==> src/rtl/avm_arb_pkg.sv <==
// Shared types for the AMS_I2C Avalon-MM arbiter.
// FSM states, operation codes, abort readdata.
package avm_arb_pkg;

  typedef enum logic [1:0] {
    IDLE,
    BUSY,
    DONE
  } t_arb_state;

  typedef enum bit {
    OP_WRITE,
    OP_READ
  } t_operation;

  localparam logic [7:0] TIMEOUT_DATA = 8'hFF;

endpackage

==> src/rtl/rr_arbiter.sv <==
// Combinational round-robin pick: first req at or after ptr.
// req/ptr in; onehot, idx, any out.
module rr_arbiter #(
  parameter int N = 2
) (
  input  logic [N-1:0]         req,
  input  logic [$clog2(N)-1:0] ptr,
  output logic [N-1:0]         onehot,
  output logic [$clog2(N)-1:0] idx,
  output logic                 any
);

  localparam int IW = $clog2(N);

  // Two passes: ports at/after ptr, then the
  // wrapped ports below ptr.
  always_comb begin
    onehot = '0;
    idx    = '0;
    any    = 1'b0;
    for (int k = 0; k < N; k++) begin
      if (!any && req[k] && (k >= int'(ptr))) begin
        any       = 1'b1;
        onehot[k] = 1'b1;
        idx       = IW'(k);
      end
    end
    for (int k = 0; k < N; k++) begin
      if (!any && req[k] && (k < int'(ptr))) begin
        any       = 1'b1;
        onehot[k] = 1'b1;
        idx       = IW'(k);
      end
    end
  end

endmodule

==> src/rtl/avm_i2c_arbiter.sv <==
// Round-robin share of one AMS_I2C Avalon-MM port
// among NUM_REQ byte masters, with a waitrequest
// watchdog. Ports: i_req_* / o_req_* per requester,
// o_avm_* / i_avm_* downstream, o_timeout, o_grant.
module avm_i2c_arbiter
  import avm_arb_pkg::*;
#(
  parameter int NUM_REQ        = 2,
  parameter int ADDR_W         = 32,
  parameter int TIMEOUT_CYCLES = 65535
) (
  input  logic                       i_avs_clk,
  input  logic                       i_avs_rst,
  input  logic [NUM_REQ*ADDR_W-1:0]  i_req_address,
  input  logic [NUM_REQ-1:0]         i_req_write,
  input  logic [NUM_REQ*8-1:0]       i_req_writedata,
  input  logic [NUM_REQ-1:0]         i_req_read,
  output logic [7:0]                 o_req_readdata,
  output logic [NUM_REQ-1:0]         o_req_waitrequest,
  output logic [ADDR_W-1:0]          o_avm_address,
  output logic                       o_avm_write,
  output logic [7:0]                 o_avm_writedata,
  output logic                       o_avm_read,
  input  logic [7:0]                 i_avm_readdata,
  input  logic                       i_avm_waitrequest,
  output logic                       o_timeout,
  output logic [$clog2(NUM_REQ)-1:0] o_grant
);

  localparam int GW = $clog2(NUM_REQ);
  localparam int CW = (TIMEOUT_CYCLES > 0) ?
    $clog2(TIMEOUT_CYCLES + 1) : 1;
  localparam logic [CW-1:0] CNT_LAST = CW'(
    (TIMEOUT_CYCLES > 0) ? TIMEOUT_CYCLES - 1 : 0);
  localparam logic [GW-1:0] LAST_PORT = GW'(NUM_REQ - 1);

  t_arb_state          state, state_n;
  t_operation          op, op_n;
  logic [GW-1:0]       ptr, ptr_n;
  logic [GW-1:0]       grant, grant_n;
  logic [ADDR_W-1:0]   addr, addr_n;
  logic [7:0]          wdata, wdata_n;
  logic                rd, rd_n;
  logic                wr, wr_n;
  logic [NUM_REQ-1:0]  wait_r, wait_n;
  logic [7:0]          rdata, rdata_n;
  logic                tmo, tmo_n;
  logic [CW-1:0]       cnt, cnt_n;

  logic [NUM_REQ-1:0]  reqs;
  logic [NUM_REQ-1:0]  win_oh;
  logic [GW-1:0]       win_idx;
  logic                win_any;
  logic                win_rd;
  logic                abort;

  assign reqs   = i_req_read | i_req_write;
  assign win_rd = |(win_oh & i_req_read);
  assign abort  = (TIMEOUT_CYCLES != 0) &&
                  (cnt == CNT_LAST);

  rr_arbiter #(.N(NUM_REQ)) u_rr (
    .req    (reqs),
    .ptr    (ptr),
    .onehot (win_oh),
    .idx    (win_idx),
    .any    (win_any)
  );

  always_ff @(posedge i_avs_clk) begin
    if (i_avs_rst) begin
      state  <= IDLE;
      op     <= OP_WRITE;
      ptr    <= '0;
      grant  <= '0;
      addr   <= '0;
      wdata  <= '0;
      rd     <= 1'b0;
      wr     <= 1'b0;
      wait_r <= '1;
      rdata  <= '0;
      tmo    <= 1'b0;
      cnt    <= '0;
    end else begin
      state  <= state_n;
      op     <= op_n;
      ptr    <= ptr_n;
      grant  <= grant_n;
      addr   <= addr_n;
      wdata  <= wdata_n;
      rd     <= rd_n;
      wr     <= wr_n;
      wait_r <= wait_n;
      rdata  <= rdata_n;
      tmo    <= tmo_n;
      cnt    <= cnt_n;
    end
  end

  always_comb begin
    state_n = state;
    op_n    = op;
    ptr_n   = ptr;
    grant_n = grant;
    addr_n  = addr;
    wdata_n = wdata;
    rd_n    = rd;
    wr_n    = wr;
    wait_n  = '1;
    rdata_n = rdata;
    tmo_n   = tmo;
    cnt_n   = cnt;
    unique case (state)
      IDLE: begin
        if (win_any) begin
          grant_n = win_idx;
          addr_n  = i_req_address[
            int'(win_idx)*ADDR_W +: ADDR_W];
          wdata_n = i_req_writedata[
            int'(win_idx)*8 +: 8];
          // Read wins over a simultaneous write.
          op_n    = win_rd ? OP_READ : OP_WRITE;
          rd_n    = win_rd;
          wr_n    = !win_rd;
          cnt_n   = '0;
          state_n = BUSY;
        end
      end
      BUSY: begin
        if (!i_avm_waitrequest) begin
          rd_n    = 1'b0;
          wr_n    = 1'b0;
          addr_n  = '0;
          wdata_n = '0;
          rdata_n = (op == OP_READ) ?
                    i_avm_readdata : 8'h00;
          wait_n[grant] = 1'b0;
          state_n = DONE;
        end else if (abort) begin
          rd_n    = 1'b0;
          wr_n    = 1'b0;
          addr_n  = '0;
          wdata_n = '0;
          rdata_n = TIMEOUT_DATA;
          tmo_n   = 1'b1;
          wait_n[grant] = 1'b0;
          state_n = DONE;
        end else begin
          cnt_n = cnt + 1'b1;
        end
      end
      DONE: begin
        ptr_n   = (grant == LAST_PORT) ?
                  '0 : grant + 1'b1;
        state_n = IDLE;
      end
      default: state_n = IDLE;
    endcase
  end

  assign o_req_readdata    = rdata;
  assign o_req_waitrequest = wait_r;
  assign o_avm_address     = addr;
  assign o_avm_write       = wr;
  assign o_avm_writedata   = wdata;
  assign o_avm_read        = rd;
  assign o_timeout         = tmo;
  assign o_grant           = grant;

endmodule
==> config.mk <==
export PLATFORM = sky130hd
export DESIGN_NAME = avm_i2c_arbiter
export DESIGN_NICKNAME = d
export VERILOG_FILES = /design/src/rtl/avm_arb_pkg.sv /design/src/rtl/rr_arbiter.sv /design/src/rtl/avm_i2c_arbiter.sv
export SDC_FILE = /design/constraint.sdc
export NUM_CORES = 1
export LEC_CHECK = 0
export ABC_AREA = 1
export CAP_MARGIN = 10
export CORE_MARGIN = 5
export CORE_UTILIZATION = 29
export CTS_BUF_LIST = sky130_fd_sc_hd__clkbuf_8
export CTS_CLUSTER_DIAMETER = 200
export DETAILED_ROUTE_END_ITERATION = 10
export GPL_TIMING_DRIVEN = 0
export PLACE_DENSITY_LB_ADDON = 0.08
export SYNTH_ARGS = -nofsm -noshare
export SYNTH_HDL_FRONTEND = slang
export SYNTH_SLANG_ARGS = --single-unit
==> constraint.sdc <==
create_clock -name i_avs_clk -period 1.72 [get_ports i_avs_clk]
set_input_delay 0.344 -clock i_avs_clk [delete_from_list [all_inputs] [get_ports i_avs_clk]]
set_output_delay 0.344 -clock i_avs_clk [all_outputs]
set_load 0.05 [all_outputs]
==> results of run 1 <==
flip-flops by register name, summed over array words and instances (netlist names):
name and count:
o_avm_write 1, ptr 1, o_timeout 1, o_grant 1, o_req_waitrequest 2, cnt 16
op 1, o_avm_address 32, o_avm_read 1, state 2, o_req_readdata 8, o_avm_writedata 8
stage by stage:
stage               cell area, um^2  utilization (%)  std cells
detailed placement             5530             42.3        926
finish                         6030             46.1        956
CTS                            5730             43.8        944
global placement               5530             42.3        926
floorplan                      3830                -        602
global route                   6030             46.1        956
per-layer routing:
layer  vias to the layer above  track usage, %  part of all wire (%)
li1                       2261               -                     -
met1                      1975            22.2                    48
met2                       101            25.9                    45
met3                        14            4.48                   5.0
met4                         0            4.15                   1.4
met5                         -               0                     0
worst reg2reg max path, delay by kind of cell (launching register included):
kind	cells	cell delay, ns
DFF	1	0.36
buffers and inverters	3	0.36
adders and majority gates	1	0.13
and+or+nand+nor	7	0.67
report_power, final:
part,internal [W],leakage (nW),switching [W]
clock network,0.000829,0.114,0.000745
registers,0.00190,0.610,0.0000937
logic,0.000787,2.11,0.00140
cell usage after synthesis:
master      n
inv_1      64
a21oi_1    43
buf_6       1
nand3b_1   10
o21bai_1    1
buf_2      15
o21ai_0    41
buf_4       4
buf_1       5
o21a_1      1
nand3_1    52
nor2_2      1
nor2_1     89
nor3_1      3
nand2_4     2
ha_1        2
nand2_1   160
xor2_1      2
o21ai_1    10
nand3_2     1
inv_2       4
nor2_4      3
dfxtp_1    74
a311oi_1    1
nand4_1     6
clkbuf_1    6
nand2_2     1
path summary, 6_finish.rpt:
path / end / depth (start not counted) / slack, ns / startpoint
min reg2reg: o_req_waitrequest[1] / 1 / 0.45 / o_grant
min: o_req_waitrequest[1] / 1 / 0.45 / o_grant
max: cnt[0] / 6 / 0.05 / i_avs_rst
max reg2reg: o_avm_address[14] / 11 / 0.10 / cnt[0]
logic make-up after synthesis:
logic type,Yosys count
flip-flops,74
XOR/XNOR,2
buffers and inverters,99
AND/OR/NAND/NOR,328
AO/OA/AOI/OAI,97
adder cells (fa/ha/maj),2
final cells by class:
type                    instances  area share, %
clock inverters                 7           1.66
plain buffers                  31           3.53
multi-input cells             430           33.7
clock buffers                   9           2.05
inverters                      68           4.27
well taps                     176           3.65
repair buffers                161           26.4
flip-flops and latches         74           24.7
placed cells by master, fill, tap and decap left out, types with 7 or more instances in the layout:
cell type	netlist	final
clkbuf_8	0	9
nor2_1	89	86
nand3b_1	10	10
a21oi_1	43	40
nand2_1	160	154
inv_1	64	62
nand3_1	52	49
buf_4	4	10
o21ai_0	41	41
dfxtp_1	74	70
o21ai_1	10	10
clkdlybuf4s50_1	0	94
buf_2	15	7
dlygate4sd2_1	0	53
repair_timing:
action	4_1_cts	5_1_grt
pin swaps	2	10
cloned	0	5
buffers inserted	2	7
resized for setup	59	50
endpoints found under the setup margin	88	69
==> metrics.md, run 1 <==
| Metric | Value |
|---|---|
| Status | `completed` |
| Largest cells by area after synthesis | `dfxtp_1 (39%), nand2_1 (16%), nor2_1 (8.7%)` |
| RSZ-0062 raised after global routing | `true` |
| Max clock buf depth | `2` |
| CTS root buf | `clkbuf_8` |
| First-pass GRT wire length | `21000 um` |
| Synth Area per Inst | `6.37 um^2` |
| Worst-Margin Slew | `0.543 ns` |
| Port buffer count | `148` |
| Worst path required time | `2.02 ns` |
| Pwr Total | `between 0.005 and 0.006 W` |
| Final Max Slew Viols | `0` |
| Pwr dens | `~950 mW/mm^2` |
| Leading area contributor after synthesis | `dfxtp_1` |
| CP arrival | `1.97 ns` |
| Number of H-tree levels | `3` |
| Via density | `4.55` |
| Finish-stage setup viols | `0` |
| Post-route antenna net violation count | `0` |
| Yosys cell types | `27` |
| Minimum clock period | `1.67 ns` |
| WP buf/inv | `4` |
| Drc violations | `0` |
| Worst Hold Class | `flip-flop to flip-flop` |
| Slew margin rel. | `63.9%` |
| Total CTS buffers | `9` |
| Core ar. | `between 0.01 and 0.015 mm^2` |
| Synthesized area | `0.00383 mm^2` |
| Highest-delay cell along the critical path | `clkdlybuf4s50_1` |
| Register area | `0.00149 mm^2` |
| Final worst setup slack | `0.0535 ns` |
| Max Clock Skew | `~0.013 ns` |
| Vias in the first global route | `4072` |
| Final WL | `approximately 13000 um` |
| Max Freq | `600 MHz` |
| Final worst-path cycle share | `96.9%` |
| YS warnings | `0` |
| Clock latency on the worst-skew pair | `0.37 ns` |
| Post-Synth Adder-Cell Area | `0.653%` |
| ANT cells | `0` |
| Dpl ws | `-0.368 ns` |
| CP max stage delay | `0.49 ns` |
| Final hold vios | `0` |
| Layout cell share with drive strength beyond 1 | `a little under an eighth` |
| Register bit total from synthesis | `74` |
| Multi-input logic area | `a little over 0.002 mm^2` |
| Register area share after synthesis | `about two fifths` |
| Min Hold Slack | `about 0.45 ns` |
| CTS tree | `yes` |
| DIE WIDTH | `125 um` |
| DRT Pass-1 Iters | `5` |
| Gr ovfl total | `0` |
| Startpoint Class | `primary input` |
| Synth Net Count | `between 600 and 700` |
| Simple-gate share of the synthesized area | `between 30% and 40%` |
| Initial Utilization | `29.3%` |
| Critical path capture point type | `flip-flop` |
| Ports | `between 100 and 150` |
| Initial antenna violation count | `0` |
| Static leakage | `2.83 nW` |
| Routed vias | `4351` |
| Cell Rows | `42` |
| Xor/xnor share of the synthesized area | `0.457%` |
| Dpl hpwl | `between 9000 and 10000 um` |
| Layout area overhead | `57.4%` |
| Post-CTS Hold Fix Bufs | `0` |
| Mapped Cells | `between 600 and 700` |
| Final net count | `872` |
| Die height | `approximately 120 um` |
| Synth Area in Compound Gates | `between 10% and 20%` |
| Peak supply drop | `between 0.4 and 0.5 mV` |
| Setup TNS | `0 ns` |
| Clock Sink Count | `74` |
| Delay-heaviest family, CP | `buffers and inverters` |
| Max cap viols | `0` |
| Final RePlAce weighted congestion | `0.839` |
| Critical path class | `primary input to flip-flop` |
| CTS clk-pin slew, worst paths | `around 0.090 ns` |
| Fill count | `1365` |
| Total global-route track usage | `between 10% and 20%` |
| Largest net degree at the start of global routing | `15` |
| Critical path peak fanout | `10` |
| Initial drt markers | `257` |
| Die Footprint | `0.0156 mm^2` |
| Routed len/inst | `14.0 um` |
| Main combinational cell family by area after synthesis | `simple AND/OR/NAND/NOR gates` |
| Top-area cell type share of the netlist area | `between 30% and 40%` |
| Critical-path cell list | `clkdlybuf4s50_1 -> buf_2 -> inv_2 -> buf_1 -> nand2_1 -> a21oi_1` |
| Mux cell area share after synthesis | `0%` |
Power figures use the tool's default switching activity.
==> run 2, diff against run 1 <==
Settings changed: HOLD_SLACK_MARGIN set to 0.06.
Clock period 1.72 ns to 1.8 ns, I/O delays scaled along.
==> metrics.md, run 2 (same netlist as run 1, synthesis figures left out) <==
| Metric | Value |
|---|---|
| Status | `completed` |
| Final worst-path cycle share | `between 90 and 100%` |
| Delay-heaviest family, CP | `buffers and inverters` |
| DIE WIDTH | `125 um` |
| Final RePlAce weighted congestion | `0.839` |
| Final Util | `44.3%` |
| Critical path capture point type | `output port` |
| Number of H-tree levels | `3` |
| Critical-path cell list | `dlygate4sd2_1` |
| Dpl hpwl | `9990 um` |
| Initial Utilization | `about 29%` |
| Die height | `125 um` |
| Cell Rows | `between 40 and 50` |
| Startpoint Class | `flip-flop` |
| Largest register FFs | `32` |
| ANT cells | `0` |
| Hold path start | `o_grant` |
| Layout area overhead | `51.1%` |
| Total CTS buffers | `9` |
| Layout cell share with drive strength beyond 1 | `about 8.4%` |
| RR Endpoint | `o_avm_address[25]` |
| Total global-route track usage | `between 15 and 20%` |
| CTS root buf | `clkbuf_8` |
| Hold endpoint | `o_req_waitrequest[1]` |
| Pwr Total | `0.00533 W` |
| Most frequent cells in the layout | `nand2_1 (158), clkdlybuf4s50_1 (94), nor2_1 (87)` |
| Most common cell after layout, fill and taps aside | `nand2_1` |
| Port buffer count | `148` |
| CP max stage delay | `around 0.57 ns` |
| Largest net degree at the start of global routing | `15` |
| Core ar. | `about 0.013 mm^2` |
| Slew margin rel. | `between 60% and 70%` |
| First-pass GRT wire length | `20900 um` |
| Max clock buf depth | `2` |
| Worst-Margin Slew | `0.562 ns` |
| Critical path class | `flip-flop to output port` |
| Initial antenna violation count | `0` |
| Clock Sink Count | `74` |
| DRT Pass-1 Iters | `4` |
| Worst Hold Class | `flip-flop to flip-flop` |
| Worst path required time | `1.44 ns` |
| Initial drt markers | `243` |
| Gr ovfl total | `0` |
| Die Footprint | `0.0156 mm^2` |
| R2r setup slk | `0.13 ns` |
| Routed vias | `4269` |
| Crit path from | `o_grant` |
| RSZ-0062 raised after global routing | `true` |
| Ports | `149` |
| Max Freq | `~590 MHz` |
| WP buf/inv | `1` |
| CTS tree | `yes` |
| Max Clock Skew | `0.0123 ns` |
| Vias in the first global route | `4050` |
| Post-CTS Hold Fix Bufs | `0` |
| Critical path peak fanout | `5` |
| Highest-delay cell along the critical path | `dlygate4sd2_1` |
| FF-to-FF path depth | `10` |
| Finish-stage setup viols | `0` |
| CP arrival | `1.35 ns` |
| Routed len/inst | `13.6 um` |
| Pwr dens | `920 mW/mm^2` |
| Final net count | `864` |
| Final hold vios | `0` |
| Via density | `4.50` |
| Reg-to-Reg Start | `cnt[0]` |
| Static leakage | `2.72 nW` |
| Final WL | `12900 um` |
| CTS clk-pin slew, worst paths | `0.09 ns` |
| Max cap viols | `0` |
| Peak supply drop | `~0.39 mV` |
| Post-route antenna net violation count | `0` |
| Clock latency on the worst-skew pair | `0.37 ns` |
| Drc violations | `0` |
| Final Max Slew Viols | `0` |
| Hold depth | `1` |
| Minimum clock period | `1.71 ns` |
==> run 2: cell type report <==
class | count | area [um^2]
plain buffers | 31 | 186
clock buffers | 9 | 124
clock inverters | 7 | 100
fillers | 1393 | 7290
inverters | 68 | 255
multi-input cells | 429 | 1960
flip-flops and latches | 74 | 1480
well taps | 176 | 220
repair buffers | 154 | 1460
==> run 2: worst max-delay path by stage <==
stage / cells past startpoint / endpoint / slack [ns]
after floorplan: 10 / o_avm_address[0] / 0.31
after global placement: 10 / o_avm_address[19] / -0.31
after detailed placement: 10 / o_avm_address[12] / -0.30
after CTS: 10 / o_avm_address[11] / 0.04
after global routing: 9 / o_avm_address[11] / -0.006
final: 1 / o_grant / 0.09
==> run 2: per-layer routing <==
layer  routed length [um]  GRT usage (%)  share of wire [%]  vias to the layer above
met5                    0              0                  0                        -
met4                  172           4.15                1.3                        0
met3                  660           4.48                5.1                       18
met2                 5740           25.7                 44                      107
met1                 6360           22.2                 49                     1905
li1                     -              -                  -                     2239
==> run 2: where the power goes <==
part	switching, W	internal [W]
sequential	0.0000880	0.00182
clock	0.000710	0.000793
combinational	0.00128	0.000644
==> run 2: timing repair <==
action                     4_1_cts  5_1_grt
setup endpoints to repair       57       53
gates resized for setup         55       21
pin swaps                        0        5
buffers inserted                 0        6
==> run 2: metrics by stage <==
stage	worst slack [ns]	TNS, ns	cells	hold slack (ns)	instance area (um^2)
detailed placement	-0.304	-14.24	926	0.431	5530
floorplan	0.313	0	602	0.450	3830
CTS	0.0399	0	942	0.452	5690
global route	-0.00573	-0.00614	948	0.478	5790
global placement	-0.305	-14.04	926	0.431	5530
finish	0.0927	0	948	0.447	5790
==> run 3, diff against run 2 <==
Settings changed: ABC_AREA 1 to unset.
==> metrics.md, run 3 <==
| Metric | Value |
|---|---|
| Port buffer count | `148` |
| Register bit total from synthesis | `74` |
| Most frequent cell after synthesis | `dfxtp_1` |
| Most frequent cells in the layout | `clkdlybuf4s50_1 (94), dfxtp_1 (63), dlygate4sd2_1 (54)` |
| Synthesized area | `around 0.0036 mm^2` |
| Static leakage | `2.49 nW` |
| CTS tree | `yes` |
| Ports | `149` |
| DIE WIDTH | `122 um` |
| Comb power frac | `45.6%` |
| Routed vias | `3803` |
| Final worst setup slack | `-0.187 ns` |
| Layout cell share with drive strength beyond 1 | `26.7%` |
| Delay-heaviest family, CP | `simple AND/OR/NAND/NOR gates` |
| Synth Area in Compound Gates | `26.4%` |
| Finish-stage setup viols | `47` |
| Yosys cell types | `50` |
| Worst-Margin Slew | `0.576 ns` |
| CP arrival | `2.28 ns` |
| Worst path required time | `2.09 ns` |
| WP buf/inv | `2` |
| Leading area contributor after synthesis | `dfxtp_1` |
| Critical path class | `flip-flop to flip-flop` |
| Initial Utilization | `29.8%` |
| Max cap viols | `0` |
| Final net count | `666` |
| Drc violations | `0` |
| First-pass GRT wire length | `about 20000 um` |
| Failing checks | `negative setup slack` |
| Post-CTS Hold Fix Bufs | `0` |
| Max Freq | `503 MHz` |
| Cell Rows | `40` |
| ANT cells | `0` |
| Status | `complete, but fails checks` |
| Post-synth EDFFs | `0` |
| DRT Pass-1 Iters | `4` |
| FFs w/ async S/R, synth | `0%` |
| Dpl hpwl | `8940 um` |
| Max Clock Skew | `0.0118 ns` |
| Most common cell after layout, fill and taps aside | `clkdlybuf4s50_1` |
| Synth Area per Inst | `~9.3 um^2` |
| Placed Area | `~0.0053 mm^2` |
| Hold depth | `2` |
| Critical path capture point type | `flip-flop` |
| Net Sw Frac | `41.5%` |
| CP max stage delay | `0.63 ns` |
| CTS root buf | `clkbuf_8` |
| Register area share after synthesis | `41.0%` |
| Minimum clock period | `1.99 ns` |
| Final hold vios | `0` |
| Pwr dens | `1010 mW/mm^2` |
| CTS clk-pin slew, worst paths | `about 0.080 ns` |
| Largest cells by area after synthesis | `dfxtp_1 (41%), mux2i_1 (8.9%), o2bb2ai_1 (5.6%)` |
| Routed len/inst | `17.5 um` |
| Largest register FFs | `32` |
| Final Max Slew Viols | `0` |
| Slew margin rel. | `61.6%` |
| Core ar. | `0.0121 mm^2` |
| Initial antenna violation count | `0` |
| Fill count | `approximately 1200` |
| Total global-route track usage | `17.2%` |
| Number of H-tree levels | `3` |
| Main combinational cell family by area after synthesis | `compound AO/OA/AOI/OAI gates` |
| Fin area | `0.00625 mm^2` |
| Top-area cell type share of the netlist area | `41.0%` |
| Mapped Cells | `388` |
| Initial drt markers | `217` |
| Max clock buf depth | `2` |
| Critical path peak fanout | `7` |
| Via density | `5.13` |
| Post-Synth Adder-Cell Area | `less than 1%` |
| Setup TNS | `-5.53 ns` |
| Highest-delay cell along the critical path | `or4_4` |
| Simple-gate share of the synthesized area | `17.9%` |
| Synth Net Count | `485` |
| YS warnings | `0` |
| Clock network fraction of design power | `between 20% and 30%` |
| Int Pwr | `0.00368 W` |
| Peak supply drop | `0.408 mV` |
| Largest net degree at the start of global routing | `14` |
| Clock Sink Count | `74` |
| Commonest cells in the netlist | `dfxtp_1 (74), mux2i_1 (32), nand2_1 (28), o2bb2ai_1 (23), clkbuf_1 (20)` |
| Final worst-path cycle share | `110%` |
| Die height | `approximately 120 um` |
| Critical path depth | `6` |
| Die Footprint | `0.0148 mm^2` |
| Top_reg_cell synth | `dfxtp_1` |
| Final WL | `roughly 13000 um` |
| Worst Hold Class | `flip-flop to flip-flop` |
| Post-route antenna net violation count | `0` |
| Total CTS buffers | `9` |
| NetSw | `0.00261 W` |
| Layout area overhead | `73.2%` |
| Seq pwr share | `32.8%` |
| Clock latency on the worst-skew pair | `between 0.3 and 0.4 ns` |
| Startpoint Class | `flip-flop` |
| FF-to-FF path depth | `6` |
| Critical-path cell list | `nand4_1 -> or4_4 -> a211oi_2 -> buf_6 -> buf_12 -> mux2i_1` |
| RSZ-0062 raised after global routing | `true` |
| Vias in the first global route | `around 4000` |
| Mux cell area share after synthesis | `8.87%` |
| Final RePlAce weighted congestion | `about 0.86` |
| Gr ovfl total | `0` |
| Xor/xnor share of the synthesized area | `0%` |
## run 3: repair_timing
item / CTS / global route
gates resized for setup: 129 / 52
setup buffers: 15 / 7
setup endpoints to repair: 128 / 71
pin swaps: 20 / 18
cloned: 3 / 2
## run 3: kinds of logic (layout without fill, tap and decap cells)
group,after synthesis,count (layout)
AND/OR/NAND/NOR,121,121
adder cells (fa/ha/maj),2,2
AO/OA/AOI/OAI,116,118
buffers and inverters,43,227
multiplexers,32,32
flip-flops,74,74
## run 3: worst min-delay path: cells and delay by family (launching register included)
family / cells / cell delay [ns]
DFF: 1 / 0.31
muxes: 1 / 0.05
and+or+nand+nor: 1 / 0.05
## run 3: power by group through the flow
stage	Clock (W)	Combinational [W]	Sequential, W
2_1_floorplan	0	0.000797	0.00291
3_3_place_gp	0	0.00254	0.00208
3_5_place_dp	0	0.00255	0.00209
4_1_cts	0.00140	0.00274	0.00206
5_1_grt	0.00147	0.00303	0.00211
6_report	0.00136	0.00287	0.00207
## run 3: final timing paths
| check | to | slack (ns) | from |
|---|---|---|---|
| min | o_avm_address[11] | 0.46 | o_avm_address[11] |
| max | o_avm_address[16] | -0.19 | cnt[2] |
| min reg2reg | o_avm_address[11] | 0.46 | o_avm_address[11] |
| max reg2reg | o_avm_address[16] | -0.19 | cnt[2] |
## run 3: stage by stage
stage	util [%]	instances	hold WS [ns]	total power, W	setup WS, ns
finish	51.6	742	0.456	0.00629	-0.187
global route	51.6	742	0.487	0.00660	-0.269
CTS	49.3	736	0.458	0.00620	-0.208
detailed placement	44.1	704	0.447	0.00464	-0.805
global placement	44.1	704	0.443	0.00463	-0.794
floorplan	-	388	0.449	0.00370	-0.0675
## run 3: final cells by class
cell class	instances	area, um^2	area share (%)
buffer	24	179	2.86
clock buffer	10	138	2.20
clock inverter	6	66.3	1.06
inverter	14	55.1	0.880
multi-input combinational	273	2410	38.5
sequential	74	1510	24.1
tap	168	210	3.36
timing repair buffer	173	1690	27.1
## run 3: routing by layer
layer,vias up,global-route usage (%),wire [um]
met2,118,28.0,6320
met3,13,6.27,956
met4,0,6.09,172
li1,1839,-,-
met1,1833,20.9,5550
met5,-,0,0
